File: src/rtl/rx_channel_arbiter.sv
// rtl/rx_channel_arbiter.sv - per-channel byte slots, round-robin grant to one host port; RX_ARB_OVR_CNT_EN adds ovr_count
module rx_channel_arbiter #(
  parameter int NCH = 4,
  parameter int DW  = 8
) (
  input  logic                   bclk,
  input  logic                   reset_n,
  input  logic [NCH*DW-1:0]      ch_data,
  input  logic [NCH-1:0]         ch_strobe,
  output logic [DW-1:0]          out_data,
  output logic [$clog2(NCH)-1:0] out_ch,
  output logic                   out_valid,
  input  logic                   out_ready,
  output logic [NCH-1:0]         pend,
  output logic [NCH-1:0]         overrun,
`ifdef RX_ARB_OVR_CNT_EN
  input  logic [NCH-1:0]         ovr_clr,
  output logic [7:0]             ovr_count
`else
  input  logic [NCH-1:0]         ovr_clr
`endif
);

  localparam int CW = $clog2(NCH);

  typedef enum logic {IDLE, OFFER} state_t;

  state_t        state;
  logic [DW-1:0] slot [NCH];
  logic [CW-1:0] last_grant;
  logic          pop;
  logic [NCH-1:0] pop_ch;
  logic [NCH-1:0] capture;
  logic [NCH-1:0] drop;
  logic          sel_found;
  logic [CW-1:0] sel_idx;
  logic [31:0]   scan;

  // out_valid is high exactly in OFFER, so this is the handshake edge
  assign pop = out_valid & out_ready;

  // Per-channel slot decisions: a pop frees the slot in the same cycle a new byte may land
  always_comb begin
    pop_ch  = '0;
    capture = '0;
    drop    = '0;
    for (int i = 0; i < NCH; i++) begin
      pop_ch[i]  = pop && (out_ch == CW'(i));
      capture[i] = ch_strobe[i] && (!pend[i] || pop_ch[i]);
      drop[i]    = ch_strobe[i] && pend[i] && !pop_ch[i];
    end
  end

  // Round-robin scan starting one past the last granted channel, wrapping at NCH
  always_comb begin
    sel_found = 1'b0;
    sel_idx   = '0;
    scan      = '0;
    for (int k = 1; k <= NCH; k++) begin
      scan = 32'(last_grant) + 32'(k);
      if (scan >= 32'(NCH)) scan = scan - 32'(NCH);
      if (!sel_found && pend[scan[CW-1:0]]) begin
        sel_found = 1'b1;
        sel_idx   = scan[CW-1:0];
      end
    end
  end

  // Holding slots, pending flags and sticky overrun flags (set wins over clear)
  always_ff @(posedge bclk or negedge reset_n) begin
    if (!reset_n) begin
      pend    <= '0;
      overrun <= '0;
      for (int i = 0; i < NCH; i++) slot[i] <= '0;
    end else begin
      for (int i = 0; i < NCH; i++) begin
        if (capture[i]) begin
          slot[i] <= ch_data[i*DW +: DW];
          pend[i] <= 1'b1;
        end else if (pop_ch[i]) begin
          pend[i] <= 1'b0;
        end
        if (drop[i]) overrun[i] <= 1'b1;
        else if (ovr_clr[i]) overrun[i] <= 1'b0;
      end
    end
  end

  // Grant FSM: IDLE picks a pending channel, OFFER holds the byte until the host accepts
  always_ff @(posedge bclk or negedge reset_n) begin
    if (!reset_n) begin
      state      <= IDLE;
      out_valid  <= 1'b0;
      out_data   <= '0;
      out_ch     <= '0;
      last_grant <= CW'(NCH - 1);
    end else begin
      case (state)
        IDLE: begin
          if (sel_found) begin
            out_data  <= slot[sel_idx];
            out_ch    <= sel_idx;
            out_valid <= 1'b1;
            state     <= OFFER;
          end
        end
        OFFER: begin
          if (out_ready) begin
            out_valid  <= 1'b0;
            last_grant <= out_ch;
            state      <= IDLE;
          end
        end
        default: state <= IDLE;
      endcase
    end
  end

`ifdef RX_ARB_OVR_CNT_EN
  logic [3:0] n_drop;
  logic [8:0] cnt_sum;

  // Number of bytes dropped this cycle added to the running total
  always_comb begin
    n_drop = '0;
    for (int i = 0; i < NCH; i++) n_drop = n_drop + 4'(drop[i]);
    cnt_sum = {1'b0, ovr_count} + 9'(n_drop);
  end

  // Saturating drop counter, cleared only by reset
  always_ff @(posedge bclk or negedge reset_n) begin
    if (!reset_n) ovr_count <= '0;
    else ovr_count <= cnt_sum[8] ? 8'hFF : cnt_sum[7:0];
  end
`endif

endmodule
File: config.mk
export PLATFORM = sky130hd
export DESIGN_NAME = rx_channel_arbiter
export DESIGN_NICKNAME = d
export VERILOG_FILES = /design/src/rtl/rx_channel_arbiter.sv
export SDC_FILE = /design/constraint.sdc
export NUM_CORES = 1
export LEC_CHECK = 0
export ABC_AREA = 1
export CAP_MARGIN = 20
export CORE_UTILIZATION = 53
export DETAILED_ROUTE_END_ITERATION = 12
export GPL_TIMING_DRIVEN = 0
export PLACE_DENSITY = 0.89
export RECOVER_POWER = 50
export SLEW_MARGIN = 20
export SYNTH_ARGS = -nofsm -noshare
export SYNTH_HDL_FRONTEND = slang
export SYNTH_SLANG_ARGS = --single-unit
export TNS_END_PERCENT = 5
File: constraint.sdc
create_clock -name bclk -period 3.12 [get_ports bclk]
set_input_delay 0.624 -clock bclk [delete_from_list [all_inputs] [get_ports bclk]]
set_output_delay 0.624 -clock bclk [all_outputs]
set_load 0.01 [all_outputs]
==> results.ini, run 1 <==
[sta]
fin_crit_sh_pct=71.22
max_slew_margin_pct=13.01
hold_viol=0
finalMaxSlewViolations=0
max_freq_mhz=450.1
setup-violations-final=0
rsz0062_at_grt=false
finalSetupTns_ns=0
clock_skew_ns=0.009648
timing.final.ws_setup_ns=0.8981
tightest_slew_ns=1.305
period_needed_ns=2.222

[clock_tree]
clock_latency_ns=0.32
clkSinkCount=54
cts_max_level=2
cts_tree=done
cts_setup_buffers=0
ctsResizeCount=0
clk_pin_slew_ns=0.09
cts-buffers-inserted=5
cts-hold-fix-buffers=0
clock-root-buffer=clkbuf_8
clockBufferDepth=2

[pwr]
p_leak_nw=1.709
pwr-share-seq_pct=31.7
vdd_ir_drop_max_mv=0.6517
switchingPower_w=0.001696
switching_share_pct=44.58
power_frac_comb_pct=57.8
total_power_w=0.003803
clkPwrFrac_pct=10.5
power.density_mw_per_mm2=1111
p_int_w=0.002108

[synth]
synth_nets=361
ys_ff_latch=54
syn_avg_cell_area_sq_um=8.314
synth_flop_cell=dfrtp_1
async_reset_ff_share_pct=100.0
synth_cell_types=28
postSynthCellCount=318
synth_edf_count=0
synth_warnings=0
synth-seq-area-share_pct=51.21
synth_area_sq_mm=0.002644

[setup_path]
rr_startpoint=last_grant[1]$_DFFE_PN1P_
worstSetupStartpoint=out_ready
crit_path_start_kind=primary input
r2r_setup_slack_ns=1.08
worst-path-stages=9
crit_end=slot[14]$_DFFE_PN0P_
critPathMaxStageDelay_ns=0.59
reg2reg_depth=15
critPathTopFamily=buffers and inverters
r2r_end=out_data[4]$_DFFE_PN0P_
cp.arrival_ns=2.46
crit_chain=dlygate4sd3_1, nand2_1, inv_1, a31oi_1, inv_1, nand2_1, clkbuf_1, nor2_1, a21oi_1
end_kind=flop
critical_path_class=in2reg
crit_fanout=10
cp.required_ns=3.36
path_buf_inv=4
slowest_stage=dlygate4sd3_1

[routing]
wl_per_cell_microns=12.63
dr.pass1.iters=5
remaining_drc_errors=0
antenna_left=0
viasPerCell=5.066
drt_iter0_drc=126
vias=2300
wl_microns=5734

[global_route]
grt_usage_pct=24.75
grt_first_pass_wirelength_microns=9922
gr-total-overflow=0
grt_max_degree=55
grt_pass1_vias=2214
antenna_found_initial=0

[placed_design]
portBuffers=61
hpwl_microns=4246
place_congestion=0.8296
dp_slack_ns=0.6999

[floorplanning]
die_y_microns=72.63
num_rows=25
io_pins=62
core-area_sq_mm=0.004755
start_util_pct=55.61
dieArea_sq_mm=0.005274
fp.dieW_microns=72.63

[hold_path]
holdPathStages=2
holdCritPathClass=reg2reg

[finish]
drive_gt1_share_pct=12.40
synthToLayoutAreaGrowth_pct=29.53
final_util_pct=72.03
layout_common_cells=nand2_1, clkdlybuf4s50_1, dfrtp_1, inv_1, nand3_1
final_common_cell=nand2_1
antenna_cells=0
final_nets=429

[outcome]
status=finished, final reports clean

[flow_run]
maxCapViolCount=0

## cell usage after synthesis (all sizes together) (2+ instances only)
library cell   n  share of area, %
nand3         30               5.9
nand2         94                16
nor2          29               4.8
clkbuf         3              0.43
a31oi          4              0.95
mux2           8               3.4
buf            6               1.9
dfstp          2               2.0
dfrtp         52                49
a21oi         26               5.1
o211ai         4               1.1
o21ai          7               1.3
inv           49               7.3
## metrics by stage
step,hold WS (ns),area (sq um),cells
floorplan,0.3284,2644,318
global placement,0.4885,3338,446
detailed placement,0.4880,3336,446
CTS,0.3637,3427,454
global route,0.5201,3425,454
finish,0.5092,3425,454
## worst min path at each step
stage | start | end | slack [ns]
after floorplan | reset_n | out_ch[0]$_DFFE_PN0P_ | 0.33
after global placement | slot[26]$_DFFE_PN0P_ | slot[26]$_DFFE_PN0P_ | 0.49
after detailed placement | out_data[0]$_DFFE_PN0P_ | out_data[0]$_DFFE_PN0P_ | 0.49
after CTS | reset_n | slot[24]$_DFFE_PN0P_ | 0.36
after global routing | slot[30]$_DFFE_PN0P_ | slot[30]$_DFFE_PN0P_ | 0.52
final | out_data[7]$_DFFE_PN0P_ | out_data[7]$_DFFE_PN0P_ | 0.51
## power groups by stage
stage | combinational [W] | clock (W) | sequential (W)
floorplan | 0.00152 | 0 | 0.00122
global placement | 0.00211 | 0 | 0.00121
detailed placement | 0.00218 | 0 | 0.00121
CTS | 0.00221 | 0.000405 | 0.00120
global route | 0.00248 | 0.000432 | 0.00124
finish | 0.00220 | 0.000401 | 0.00120
## metal layers
metal	vias up	track usage [%]	routed length, microns
li1	1132	-	-
met1	1083	32.13	2375
met2	75	42.47	2971
met3	10	4.282	301
met4	0	7.843	86
met5	-	0	0
## flip-flops by register name (all words and copies together) (netlist names)
signal and count:
slot 32, last_grant 2, overrun 4, out_data 8, pend 4, out_ch 2, state 1, out_valid 1
## cell families after synthesis
group           Yosys count  synth area share [%]
mux                       8                 3.408
buf+inv                  58                 9.702
simple gates            154                 26.41
flops                    54                 51.21
compound gates           44                 9.276
## area by class of cell
cell class                 count  area, sq um
timing repair buffer          61        605.6
clock inverter                 1        5.005
clock buffer                   7        86.33
sequential                    54         1354
tap                           67        83.83
buffer                         9        62.56
multi-input combinational    206         1033
inverter                      49        193.9
fill                         374         1330
## tightest hold or removal path: stages (launching register included)
cell and delay (ns):
dfrtp_1 0.37, nand2_1 0.06, nand2_1 0.06
Power figures use the tool's default switching activity.
==> inputs of run 2 (changes only) <==
- CORE_UTILIZATION: 53 -> 50
- PLACE_DENSITY: 0.89 -> 0.85
- clock period: 3.12 -> 2.15 ns (I/O delays scaled with it)
==> results.ini, run 2 (synthesis results as in run 1) <==
[sta]
finalSetupTns_ns=0
fin_crit_sh_pct=94.09
clock_skew_ns=0.008412
rsz0062_at_grt=true
tightest_slew_ns=1.296
hold_viol=0
setup-violations-final=0
finalMaxSlewViolations=0
max_slew_margin_pct=13.59
period_needed_ns=2.023
max_freq_mhz=494.3

[setup_path]
critical_path_class=reg2reg
end_kind=flop
crit_path_start_kind=flop
cp.arrival_ns=2.22
r2r_setup_slack_ns=0.13
crit_fanout=10
crit_chain=buf_6, inv_8, nand2_1, nand2_1, nand2_1, nand2_2, nand2_1, nand2_2, nand2_2, nand2_4, buf_8, nand2_1, nand3_1, nand3_1, nand2_1
critPathMaxStageDelay_ns=0.53
reg2reg_depth=15
cp.required_ns=2.35
crit_top_cell=nand2_1
rr_startpoint=last_grant[0]$_DFFE_PN1P_
slowest_stage=dfstp_2
r2r_end=out_data[7]$_DFFE_PN0P_

[routing]
drt_iter0_drc=75
wl_microns=5736
remaining_drc_errors=0
vias=2301
antenna_left=0
viasPerCell=5.035
dr.pass1.iters=4
wl_per_cell_microns=12.55

[clock_tree]
cts-buffers-inserted=5
clockBufferDepth=2
ctsResizeCount=0
cts_max_level=2
clock_latency_ns=0.31
cts_tree=done
cts-hold-fix-buffers=0
clkSinkCount=54
clock-root-buffer=clkbuf_8
cts_setup_buffers=0
clk_pin_slew_ns=0.09

[floorplanning]
io_pins=62
start_util_pct=51.76
num_rows=26
die_y_microns=74.72
fp.dieW_microns=74.72
core-area_sq_mm=0.005107
dieArea_sq_mm=0.005582

[placed_design]
hpwl_microns=4359
postPlaceCellArea_sq_mm=0.003339
placed_cells=449
place_congestion=0.8279
portBuffers=61

[outcome]
status=finished, final reports clean

[global_route]
antenna_found_initial=0
grt_max_degree=55
grt_first_pass_wirelength_microns=9687
gr-total-overflow=0
grt_pass1_vias=2229
grt_usage_pct=22.81

[finish]
multiInputGateArea_sq_mm=0.001039
fill_cells=417
final_cell_area_sq_mm=0.003466
reg_top3=slot (32), out_data (8)
antenna_cells=0
drive_gt1_share_pct=12.92
final_cells=457
final_common_cell=nand2_1
largest_reg_flops=32
final_nets=429
layout_common_cells=nand2_1, clkdlybuf4s50_1, dfrtp_1, inv_1, nand3_1
final-seq-area_sq_mm=0.001354
regMostFlops=slot
synthToLayoutAreaGrowth_pct=31.09

[hold_path]
holdCritPathClass=in2async

[pwr]
switching_share_pct=43.46
power.density_mw_per_mm2=1641
vdd_ir_drop_max_mv=0.9494
pwr-share-seq_pct=30.8
clkPwrFrac_pct=12.2
p_leak_nw=1.722
power_frac_comb_pct=57.0
total_power_w=0.005686
p_int_w=0.003215
switchingPower_w=0.002471

[flow_run]
maxCapViolCount=0

## run 2: cell types whose count changed in the layout (fill, tap and decap cells not counted)
cell / delta
nand2_1: -1
buf_4: -1
nor2_2: +1
dlygate4sd3_1: -2
clkinv_2: -1
nand2_2: +1
buf_8: +1
bufinv_16: +1
clkdlybuf4s50_1: +2
nor2_1: -1
## run 2: worst max-delay path by stage
stage                         startpoint                 endpoint  slack (ns)  cells past startpoint
2_1_floorplan  last_grant[1]$_DFFE_PN1P_  out_data[1]$_DFFE_PN0P_        0.36                     17
3_3_place_gp                     reset_n   overrun[2]$_DFFE_PN0P_       -0.87                      1
3_5_place_dp                   out_ready     slot[14]$_DFFE_PN0P_       -0.09                      9
4_1_cts        last_grant[1]$_DFFE_PN1P_  out_data[4]$_DFFE_PN0P_        0.12                     17
5_1_grt        last_grant[0]$_DFFE_PN1P_  out_data[4]$_DFFE_PN0P_       -0.01                     17
6_report       last_grant[0]$_DFFE_PN1P_  out_data[7]$_DFFE_PN0P_        0.13                     15
## run 2: critical path: cells and delay by family (launching register included)
family	cells	cell delay [ns]
AND/OR/NAND/NOR	12	1.04
flip-flops	1	0.53
buffers and inverters	3	0.35
## run 2: power groups by stage
| stage | sequential [W] | combinational, W | clock [W] |
|---|---|---|---|
| 2_1_floorplan | 0.00178 | 0.00220 | 0 |
| 3_3_place_gp | 0.00175 | 0.00307 | 0 |
| 3_5_place_dp | 0.00176 | 0.00319 | 0 |
| 4_1_cts | 0.00175 | 0.00320 | 0.000704 |
| 5_1_grt | 0.00180 | 0.00361 | 0.000746 |
| 6_report | 0.00175 | 0.00324 | 0.000695 |
## run 2: layout make-up
class	instances	share of cell area (%)
flip-flops and latches	54	39.06
well taps	70	2.527
clock buffers	7	2.491
multi-input cells	206	29.96
clock inverters	1	0.8664
plain buffers	9	2.022
inverters	49	5.596
repair buffers	61	17.47
## run 2: per-stage QoR
stage,worst slack [ns],hold slack [ns],util [%]
final,0.1271,0.3914,67.86
after global placement,-0.8696,0.4792,65.43
after floorplan,0.3616,0.1344,-
after CTS,0.1227,0.1727,67.66
after detailed placement,-0.09346,0.4725,65.38
after global routing,-0.01419,0.5028,67.86
## run 2: layer usage
layer	track usage, %	vias to the layer above	share of wire, %
met5	0	-	0
met4	5.451	0	1.1
met3	3.748	8	3.5
met2	39.84	55	51
met1	29.83	1104	44
li1	-	1134	-
